`config.mk`:
```
export PLATFORM = sky130hd
export DESIGN_NAME = pm_loader
export DESIGN_NICKNAME = d
export VERILOG_FILES = /design/src/rtl/pm_loader_pkg.sv /design/src/rtl/pm_loader_key_sync_edge.sv /design/src/rtl/pm_loader.sv
export SDC_FILE = /design/constraint.sdc
export NUM_CORES = 1
export LEC_CHECK = 0
export BUFFER_PORTS_ARGS = -buffer_cell sky130_fd_sc_hd__buf_4
export CAP_MARGIN = 30
export CELL_PAD_IN_SITES_DETAIL_PLACEMENT = 1
export CELL_PAD_IN_SITES_GLOBAL_PLACEMENT = 1
export CORE_MARGIN = 2
export CORE_UTILIZATION = 25
export CTS_CLUSTER_SIZE = 8
export DETAILED_ROUTE_END_ITERATION = 16
export GPL_ROUTABILITY_DRIVEN = 0
export GPL_TIMING_DRIVEN = 0
export HOLD_SLACK_MARGIN = 0.06
export PLACE_DENSITY_LB_ADDON = 0.1
export SKIP_LAST_GASP = 1
export SLEW_MARGIN = 20
export SYNTH_ARGS = -nofsm -noshare
export SYNTH_HDL_FRONTEND = slang
export SYNTH_HIERARCHICAL = 1
export SYNTH_SLANG_ARGS = --single-unit
```
`constraint.sdc`:
```
create_clock -name clock -period 2.2 [get_ports clock]
set_input_delay 0.44 -clock clock [delete_from_list [all_inputs] [get_ports clock]]
set_output_delay 0.44 -clock clock [all_outputs]
set_load 0.02 [all_outputs]
```
`src/rtl/pm_loader_pkg.sv`:
```
// Shared definitions for the program-memory loader: BF opcode bytes,
// the terminator word and the loader FSM state type.
package pm_loader_pkg;

  // ASCII encodings of the eight BF opcodes accepted by the loader
  localparam logic [7:0] OP_INC   = 8'h2B;  // '+'
  localparam logic [7:0] OP_DEC   = 8'h2D;  // '-'
  localparam logic [7:0] OP_LEFT  = 8'h3C;  // '<'
  localparam logic [7:0] OP_RIGHT = 8'h3E;  // '>'
  localparam logic [7:0] OP_LOOP  = 8'h5B;  // '['
  localparam logic [7:0] OP_END   = 8'h5D;  // ']'
  localparam logic [7:0] OP_OUT   = 8'h2E;  // '.'
  localparam logic [7:0] OP_IN    = 8'h2C;  // ','

  // End-of-program marker; main's decoder stops when it fetches this word
  localparam logic [7:0] OP_TERM  = 8'h00;

  // LOAD accepts bytes, TERM writes the terminator, DONE holds until reset
  typedef enum logic [1:0] {
    ST_LOAD = 2'd0,
    ST_TERM = 2'd1,
    ST_DONE = 2'd2
  } state_e;

endpackage

```
`src/rtl/pm_loader_key_sync_edge.sv`:
```
// Brings a raw push-button into the clock domain through two flops and
// turns each rising edge into a single-cycle pulse, however long it is held.
module key_sync_edge (
  input  logic clock,
  input  logic reset,
  input  logic key_i,
  output logic pulse_o
);

  logic sync1_q;
  logic sync2_q;
  logic prev_q;

  // Two-stage synchronizer followed by a one-cycle history flop for edge detection
  always_ff @(posedge clock or posedge reset) begin
    if (reset) begin
      sync1_q <= 1'b0;
      sync2_q <= 1'b0;
      prev_q  <= 1'b0;
    end else begin
      sync1_q <= key_i;
      sync2_q <= sync1_q;
      prev_q  <= sync2_q;
    end
  end

  // Both terms come from flops, so the pulse is clean and exactly one clock wide
  assign pulse_o = sync2_q & ~prev_q;

endmodule

```
`src/rtl/pm_loader.sv`:
```
// Program-memory loader: the operator commits BF opcodes one at a time from
// the switches; legal bytes are written sequentially from address 0, and a
// finish press appends the terminator and raises PMInputDone for main.
module pm_loader
  import pm_loader_pkg::*;
#(
  parameter int              ADDR_W = 8,
  parameter int              DATA_W = 8,
  parameter logic [DATA_W-1:0] TERM = DATA_W'(OP_TERM)
) (
  input  logic              clock,
  input  logic              reset,
  input  logic [DATA_W-1:0] data_in,
  input  logic              enter,
  input  logic              finish,
  output logic              pm_we,
  output logic [ADDR_W-1:0] pm_addr,
  output logic [DATA_W-1:0] pm_wdata,
  output logic              PMInputDone,
  output logic [ADDR_W-1:0] count,
  output logic              reject
);

  // The top address is kept free so the terminator always fits
  localparam logic [ADDR_W-1:0] PTR_LAST = '1;

  logic enterPulse;
  logic finishPulse;

  state_e            state_q,  state_d;
  logic [ADDR_W-1:0] ptr_q,    ptr_d;
  logic [ADDR_W-1:0] count_q,  count_d;
  logic              reject_q, reject_d;
  logic              we_q,     we_d;
  logic [ADDR_W-1:0] addr_q,   addr_d;
  logic [DATA_W-1:0] wdata_q,  wdata_d;
  logic              done_q,   done_d;

  // True only for the eight BF opcode characters
  function automatic logic isLegal(input logic [DATA_W-1:0] op);
    return (op == DATA_W'(OP_INC))   || (op == DATA_W'(OP_DEC))  ||
           (op == DATA_W'(OP_LEFT))  || (op == DATA_W'(OP_RIGHT)) ||
           (op == DATA_W'(OP_LOOP))  || (op == DATA_W'(OP_END))  ||
           (op == DATA_W'(OP_OUT))   || (op == DATA_W'(OP_IN));
  endfunction

  key_sync_edge u_enterSync (
    .clock  (clock),
    .reset  (reset),
    .key_i  (enter),
    .pulse_o(enterPulse)
  );

  key_sync_edge u_finishSync (
    .clock  (clock),
    .reset  (reset),
    .key_i  (finish),
    .pulse_o(finishPulse)
  );

  // State and registered outputs; reset also kills an in-flight write strobe
  always_ff @(posedge clock or posedge reset) begin
    if (reset) begin
      state_q  <= ST_LOAD;
      ptr_q    <= '0;
      count_q  <= '0;
      reject_q <= 1'b0;
      we_q     <= 1'b0;
      addr_q   <= '0;
      wdata_q  <= '0;
      done_q   <= 1'b0;
    end else begin
      state_q  <= state_d;
      ptr_q    <= ptr_d;
      count_q  <= count_d;
      reject_q <= reject_d;
      we_q     <= we_d;
      addr_q   <= addr_d;
      wdata_q  <= wdata_d;
      done_q   <= done_d;
    end
  end

  // Next-state logic; the terminator write is launched on the finish pulse so
  // the strobe is high exactly while the FSM sits in TERM
  always_comb begin
    state_d  = state_q;
    ptr_d    = ptr_q;
    count_d  = count_q;
    reject_d = reject_q;
    we_d     = 1'b0;
    addr_d   = addr_q;
    wdata_d  = wdata_q;
    done_d   = done_q;

    case (state_q)
      ST_LOAD: begin
        if (finishPulse) begin
          we_d    = 1'b1;
          addr_d  = ptr_q;
          wdata_d = TERM;
          state_d = ST_TERM;
        end else if (enterPulse) begin
          if (!isLegal(data_in) || (ptr_q == PTR_LAST)) begin
            reject_d = 1'b1;
          end else begin
            we_d     = 1'b1;
            addr_d   = ptr_q;
            wdata_d  = data_in;
            ptr_d    = ptr_q + 1'b1;
            count_d  = (count_q == PTR_LAST) ? count_q : count_q + 1'b1;
            reject_d = 1'b0;
          end
        end
      end
      ST_TERM: begin
        done_d  = 1'b1;
        state_d = ST_DONE;
      end
      ST_DONE: begin
        done_d = 1'b1;
      end
      default: begin
        state_d = ST_LOAD;
      end
    endcase
  end

  assign pm_we       = we_q;
  assign pm_addr     = addr_q;
  assign pm_wdata    = wdata_q;
  assign PMInputDone = done_q;
  assign count       = count_q;
  assign reject      = reject_q;

endmodule

```
==> results of run 1 <==
## metrics by stage
step                instance area (sq um)  instances   util
global route                         2530        301  0.347
finish                               2530        301  0.347
CTS                                  2490        300  0.342
global placement                     2310        286  0.317
detailed placement                   2330        287  0.320
floorplan                            1900        149      -
## final timing paths
path                                                startpoint                              to  depth (start not counted)
worst min register to register  u_finishSync/sync1_q$_DFF_PP0_  u_finishSync/sync2_q$_DFF_PP0_                          0
worst min-delay path                                     enter   u_enterSync/sync1_q$_DFF_PP0_                          1
min in group asynchronous                                reset   u_enterSync/sync2_q$_DFF_PP0_                          3
worst max-delay path                      ptr_q[1]$_DFFE_PP0P_            ptr_q[5]$_DFFE_PP0P_                          7
worst max register to register            ptr_q[1]$_DFFE_PP0P_            ptr_q[5]$_DFFE_PP0P_                          7
max in group asynchronous                                reset          pm_addr[5]$_DFFE_PP0P_                          4
## cell type report
type	count	area [sq um]	share of cell area
repair buffers	45	353	0.139
clock inverters	2	35.0	0.0138
multi-input cells	93	793	0.314
well taps	99	124	0.0490
inverters	10	37.5	0.0148
flip-flops and latches	43	1080	0.425
clock buffers	6	82.6	0.0326
plain buffers	3	28.8	0.0114
## metal layers
layer / vias up / part of all wire / global-route usage
met2: 24 / 0.52 / 0.190
met3: 4 / 0.039 / 0.0290
met5: - / 0 / 0
li1: 634 / - / -
met1: 663 / 0.43 / 0.137
met4: 0 / 0.0086 / 0.0379
## kinds of logic after synthesis
kind of cell    after synthesis
flops                        43
simple gates                 39
compound gates               25
xor+xnor                     13
buf+inv                      13
mux                          11
fa+ha+maj                     5
## flip-flops by register name, indices dropped and copies added, names as in the netlist
name and count:
u_finishSync/sync1_q 1, pm_we 1, state_q 2, count 8
u_enterSync/sync2_q 1, u_enterSync/prev_q 1, u_finishSync/prev_q 1, u_enterSync/sync1_q 1
reject 1, ptr_q 8, pm_wdata 8, PMInputDone 1
u_finishSync/sync2_q 1, pm_addr 8
## report_power, final
part           leakage [nW]  internal [mW]  switching, mW
sequential            0.560          0.869         0.0676
combinational         0.632          0.207          0.291
clock                0.0612          0.368          0.282
## critical path: stages (launching register included)
cell                      delay, ns
sky130_fd_sc_hd__dfrtp_1       0.43
sky130_fd_sc_hd__ha_1          0.21
sky130_fd_sc_hd__and2_4        0.17
sky130_fd_sc_hd__a311o_1       0.43
sky130_fd_sc_hd__a21o_1        0.23
sky130_fd_sc_hd__buf_6         0.17
sky130_fd_sc_hd__nor4_2        0.26
sky130_fd_sc_hd__xor2_1        0.18
## synthesized netlist by cell type, drive strengths merged, types with 4 or more instances
cell type / number
a21oi: 5
dfrtp: 43
ha: 5
inv: 10
mux2: 11
nand2: 6
nand3: 8
nor2: 5
nor3: 4
nor4: 4
o2bb2ai: 4
xnor2: 4
xor2: 9
## timing repair
item | 4_1_cts | 5_1_grt
hold buffers | 1 | 0
pin swaps | 2 | 2
endpoints found under the hold margin | 6 | 0
buffers inserted | 4 | 1
setup endpoints to repair | 14 | 20
cloned | 0 | 0
resized for setup | 1 | 7
==> load_flow_metrics.sql, run 1 <==
INSERT INTO impl_metrics (metric_group, metric, value, unit) VALUES
('drt', 'routed_wl', '4400', 'um'),
('timing', 'setup_repair_after_global_routing_missed_its_margin', 'yes', ''),
('timing', 'hold_slack', '0.249', 'ns'),
('place', 'dp_hpwl', '3240', 'um'),
('timing', 'post-route-worst-setup-slack', '0.0534', 'ns'),
('timing', 'slew_headroom', '0.634', ''),
('synth', 'synth_seq_cells', '43', ''),
('layout', 'fillCellCount', '839', ''),
('layout', 'final_cell_mix', '44 x sky130_fd_sc_hd__buf_4, 43 x sky130_fd_sc_hd__dfrtp_1, 10 x sky130_fd_sc_hd__mux2_2', ''),
('worst_setup_path', 'endpoint_type_of_the_worst_setup_path', 'register', ''),
('drt', 'drt-initial-drc-count', '43', ''),
('synth', 'syn-instance-count', '149', ''),
('timing', 'hold_viol', '0', ''),
('status', 'outcome', 'complete, no violations', ''),
('synth', 'synth_seq_area_share', '0.566', ''),
('die', 'die_area', '8320', 'sq um'),
('timing', 'timing.final.crit_period', '2.15', 'ns'),
('synth', 'ys_top_cells_by_area', 'sky130_fd_sc_hd__dfrtp_1 57%, sky130_fd_sc_hd__mux2_2 5.9%, sky130_fd_sc_hd__xor2_1 4.1%, sky130_fd_sc_hd__ha_1 3.3%, sky130_fd_sc_hd__inv_1 2.0%', ''),
('clock_tree', 'cts_tree', 'yes', ''),
('timing', 'timing.final.crit_share', '0.976', ''),
('timing', 'measured_slew_at_the_worst_slew_check_pin', '0.546', 'ns'),
('synth', 'post_synth_fa_ha_maj_area_fraction', '0.0329', ''),
('drt', 'drcViolationCount', '0', ''),
('die', 'core.rowCount', '31', ''),
('drt', 'routedWlPerCell', '14.6', 'um'),
('worst_setup_path', 'cp_max_fo', '10', ''),
('timing', 'timing.setup.tns', '0', 'ns'),
('clock_tree', 'ctsRootBufferMaster', 'sky130_fd_sc_hd__clkbuf_8', ''),
('timing', 'clock.fmax', '0.466', 'GHz'),
('clock_tree', 'cts.reportedPaths.clkPinSlew', '0.09', 'ns'),
('drt', 'drt.antenna.violating_nets', '0', ''),
('synth', 'synth-xor-area-share', '0.0599', ''),
('grt', 'grt_pass1_wl', '7330', 'um'),
('synth', 'synth_top_area_frac', '0.566', ''),
('grt', 'grt_usage', '0.112', ''),
('clock_tree', 'cts.sinks', '43', ''),
('worst_setup_path', 'timing.reg2reg.setup_slack', '0.05', 'ns'),
('synth', 'combinational_family_with_the_most_area_after_synthesis', 'simple AND/OR/NAND/NOR gates', ''),
('power_and_ir_drop', 'power.ir.vdd_worst', '0.324', 'mV'),
('hold_path', 'timing.hold.worst.class', 'primary input to register', ''),
('clock_tree', 'htree_levels', '2', ''),
('synth', 'yosys.area_share.simple', '0.135', ''),
('synth', 'avgSynthCellArea', '12.8', 'sq um'),
('worst_setup_path', 'timing.setup.critical_path_class', 'register to register', ''),
('synth', 'synth-async-reset-ratio', '1.00', ''),
('die', 'starting_density', '0.261', ''),
('grt', 'globalRouteOverflowTotal', '0', ''),
('drt', 'routed-via-count', '1325', ''),
('worst_setup_path', 'worstPathRequired', '2.42', 'ns'),
('synth', 'synth_area_leader_cell', 'sky130_fd_sc_hd__dfrtp_1', ''),
('grt', 'antenna_violations_before_repair', '0', ''),
('synth', 'synthMuxAreaShare', '0.0671', ''),
('synth', 'synthesis.area', '1900', 'sq um'),
('place', 'placement.io_buffers', '38', ''),
('place', 'place_worst_setup_slack', '-0.156', 'ns'),
('synth', 'netlist-cell-type-count', '41', ''),
('worst_setup_path', 'cp_arrival', '2.37', 'ns'),
('die', 'dieHeight', '91.2', 'um'),
('layout', 'most_common_library_cell_in_the_layout_ignoring_fill_and_taps', 'sky130_fd_sc_hd__buf_4', ''),
('synth', 'ys.warnings.count', '6', ''),
('timing', 'final-max-slew-violation-count', '0', ''),
('layout', 'antenna_cells', '0', ''),
('die', 'io_pins', '39', ''),
('drt', 'drt-vias-per-instance', '4.40', ''),
('power_and_ir_drop', 'static-leakage-power', '1.25', 'nW'),
('layout', 'proportion_of_layout_cells_with_a_drive_suffix_above_1', '0.421', ''),
('power_and_ir_drop', 'power_density', '824', 'nW/um^2'),
('synth', 'number_of_enable_type_register_cells_in_the_synthesized_netlist', '0', ''),
('layout', 'design.final.nets', '218', ''),
('grt', 'grt_pass1_vias', '1444', ''),
('grt', 'grt_max_degree', '24', '');
Power figures use the tool's default switching activity.
==> run 2: changes to the inputs <==
- PLACE_DENSITY: unset -> 0.49
- PLACE_DENSITY_LB_ADDON: 0.1 -> unset
- SKIP_LAST_GASP: 1 -> unset
- TNS_END_PERCENT: unset -> 1
==> run 2 against run 1 <==
Compared with the run above: critical path depth down 1; critical endpoint is now count[1]$_DFFE_PP0P_; non-clock buffer count down 1; combinational power about the same.
==> load_flow_metrics.sql, run 2 (same netlist as run 1, synthesis figures left out) <==
INSERT INTO impl_metrics (metric_group, metric, value, unit) VALUES
('timing', 'final-max-slew-violation-count', '0', ''),
('clock_tree', 'cts-root-to-sink-buffers', '2', ''),
('timing', 'setup_repair_after_global_routing_missed_its_margin', 'yes', ''),
('die', 'chipWidth', '91.2', 'um'),
('die', 'dieHeight', '91.2', 'um'),
('grt', 'globalRouteOverflowTotal', '0', ''),
('layout', 'final_cell_mix', '42 x sky130_fd_sc_hd__dfrtp_1, 42 x sky130_fd_sc_hd__buf_4, 10 x sky130_fd_sc_hd__mux2_2', ''),
('die', 'core.rowCount', '31', ''),
('worst_setup_path', 'cell_count_of_the_worst_reg_to_reg_path', '6', ''),
('timing', 'slew_headroom', '0.594', ''),
('worst_setup_path', 'cp_arrival', '2.31', 'ns'),
('die', 'io_pins', '39', ''),
('clock_tree', 'cts_buffers', '5', ''),
('flow_run', 'cap_violations', '0', ''),
('grt', 'global_route.usage.met1', '0.144', ''),
('hold_path', 'min_path_cells', '1', ''),
('clock_tree', 'ctsRootBufferMaster', 'sky130_fd_sc_hd__clkbuf_8', ''),
('power_and_ir_drop', 'total_power', '2.08', 'mW'),
('clock_tree', 'cts_tree', 'yes', ''),
('worst_setup_path', 'timing.setup.critical_path_class', 'register to register', ''),
('timing', 'setup_viol_count_final', '0', ''),
('power_and_ir_drop', 'power_density', '823', 'nW/um^2'),
('hold_path', 'worst_hold_path.endpoint', 'u_enterSync/sync1_q$_DFF_PP0_', ''),
('clock_tree', 'htree_levels', '2', ''),
('drt', 'drt-initial-drc-count', '24', ''),
('worst_setup_path', 'timing.reg2reg.setup_slack', '0.08', 'ns'),
('grt', 'grt_pass1_vias', '1415', ''),
('power_and_ir_drop', 'static-leakage-power', '1.25', 'nW'),
('layout', 'proportion_of_layout_cells_with_a_drive_suffix_above_1', '0.433', ''),
('timing', 'measured_slew_at_the_worst_slew_check_pin', '0.606', 'ns'),
('hold_path', 'hold_start', 'enter', ''),
('drt', 'routed-via-count', '1308', ''),
('grt', 'grt_pass1_wl', '7270', 'um'),
('layout', 'design.final.nets', '217', ''),
('worst_setup_path', 'cp_max_fo', '4', ''),
('power_and_ir_drop', 'power.ir.vdd_worst', '0.368', 'mV'),
('drt', 'drt-vias-per-instance', '4.36', ''),
('drt', 'dr.pass1.iters', '4', ''),
('status', 'outcome', 'complete, no violations', ''),
('grt', 'grt_usage', '0.111', ''),
('die', 'starting_density', '0.261', ''),
('grt', 'global_route.peak_usage_layer', 'met2', ''),
('place', 'placement.io_buffers', '38', ''),
('timing', 'timing.final.crit_share', '0.965', ''),
('layout', 'fillCellCount', '843', ''),
('worst_setup_path', 'r2r-start', 'ptr_q[0]$_DFFE_PP0P_', ''),
('grt', 'gr-usage-met2', '0.177', ''),
('timing', 'hold_slack', '0.244', 'ns'),
('place', 'detailed_place.area', '2330', 'sq um'),
('die', 'floorplan.core_area', '7290', 'sq um'),
('worst_setup_path', 'worstPathRequired', '2.39', 'ns'),
('clock_tree', 'cts.sinks', '43', ''),
('drt', 'drcViolationCount', '0', ''),
('timing', 'hold_viol', '0', ''),
('grt', 'grt_max_degree', '34', ''),
('layout', 'area_delta_synth_final', '33.2', '%'),
('hold_path', 'timing.hold.worst.class', 'primary input to register', ''),
('drt', 'routedWlPerCell', '14.2', 'um'),
('layout', 'fin_util', '0.347', ''),
('clock_tree', 'worstSkewPairLatency', '0.30', 'ns'),
('clock_tree', 'cts.reportedPaths.clkPinSlew', '0.08', 'ns'),
('timing', 'clock.fmax', '0.471', 'GHz'),
('layout', 'stdcell_area', '2530', 'sq um'),
('drt', 'drt.antenna.violating_nets', '0', ''),
('grt', 'antenna_violations_before_repair', '0', ''),
('layout', 'antenna_cells', '0', ''),
('die', 'die_area', '8320', 'sq um'),
('timing', 'timing.final.crit_period', '2.12', 'ns'),
('worst_setup_path', 'r2r-end', 'count[1]$_DFFE_PP0P_', ''),
('drt', 'routed_wl', '4270', 'um'),
('place', 'dp_hpwl', '3220', 'um'),
('timing', 'skew', '0.00504', 'ns'),
('worst_setup_path', 'start_kind', 'register', ''),
('grt', 'grtUsageMet3', '0.0324', ''),
('worst_setup_path', 'endpoint_type_of_the_worst_setup_path', 'register', '');
-- run 2: worst max path at each step --
| stage | slack [ns] | start | end | cells past startpoint |
|---|---|---|---|---|
| 6_report | 0.08 | ptr_q[0]$_DFFE_PP0P_ | count[1]$_DFFE_PP0P_ | 6 |
| 4_1_cts | 0.004 | ptr_q[0]$_DFFE_PP0P_ | ptr_q[6]$_DFFE_PP0P_ | 7 |
| 3_3_place_gp | -0.18 | ptr_q[0]$_DFFE_PP0P_ | count[6]$_DFFE_PP0P_ | 6 |
| 5_1_grt | -0.04 | u_finishSync/sync2_q$_DFF_PP0_ | count[7]$_DFFE_PP0P_ | 6 |
| 2_1_floorplan | 0.08 | ptr_q[0]$_DFFE_PP0P_ | count[6]$_DFFE_PP0P_ | 6 |
| 3_5_place_dp | -0.22 | ptr_q[0]$_DFFE_PP0P_ | count[6]$_DFFE_PP0P_ | 6 |
-- run 2: power by group --
| group | internal (mW) | leakage [nW] | switching (mW) | total, mW |
|---|---|---|---|---|
| clock network | 0.368 | 0.0612 | 0.279 | 0.647 |
| logic | 0.209 | 0.629 | 0.291 | 0.500 |
| registers | 0.870 | 0.558 | 0.0660 | 0.936 |
| total | 1.45 | 1.25 | 0.637 | 2.08 |
-- run 2: cell type report --
| type | instances | area [sq um] | share of cell area |
|---|---|---|---|
| Buffer | 3 | 32.5 | 0.0128 |
| Clock buffer | 6 | 82.6 | 0.0326 |
| Clock inverter | 2 | 35.0 | 0.0138 |
| Inverter | 10 | 37.5 | 0.0148 |
| Multi-Input combinational cell | 93 | 798 | 0.315 |
| Sequential cell | 43 | 1080 | 0.425 |
| Tap cell | 99 | 124 | 0.0489 |
| Timing Repair Buffer | 44 | 345 | 0.136 |
-- run 2: stage by stage --
step / setup slack, ns / instances / TNS (ns)
final: 0.0760 / 300 / 0
after global routing: -0.0405 / 300 / -0.119
after CTS: 0.00394 / 298 / 0
after detailed placement: -0.221 / 287 / -1.38
after global placement: -0.181 / 286 / -0.921
after floorplan: 0.0837 / 149 / 0
-- run 2: layer usage --
metal	up-vias	wire, um
met4	0	52
met5	-	0
met2	28	2130
met1	650	1870
met3	4	208
li1	626	-
-- run 2: what timing repair did --
item                                   CTS  global route
setup endpoints to repair               15            17
resized for setup                        2            10
hold buffers                             1             0
pin swaps                                2             4
endpoints found under the hold margin   10             0
setup buffers                            2             2
-- run 2: critical path: stages (launching register included) --
cell and delay (ns):
sky130_fd_sc_hd__dfrtp_2 0.43, sky130_fd_sc_hd__ha_1 0.21, sky130_fd_sc_hd__and2_4 0.17, sky130_fd_sc_hd__a311o_2 0.44, sky130_fd_sc_hd__a21o_1 0.22, sky130_fd_sc_hd__nor2_1 0.19, sky130_fd_sc_hd__mux2_2 0.36
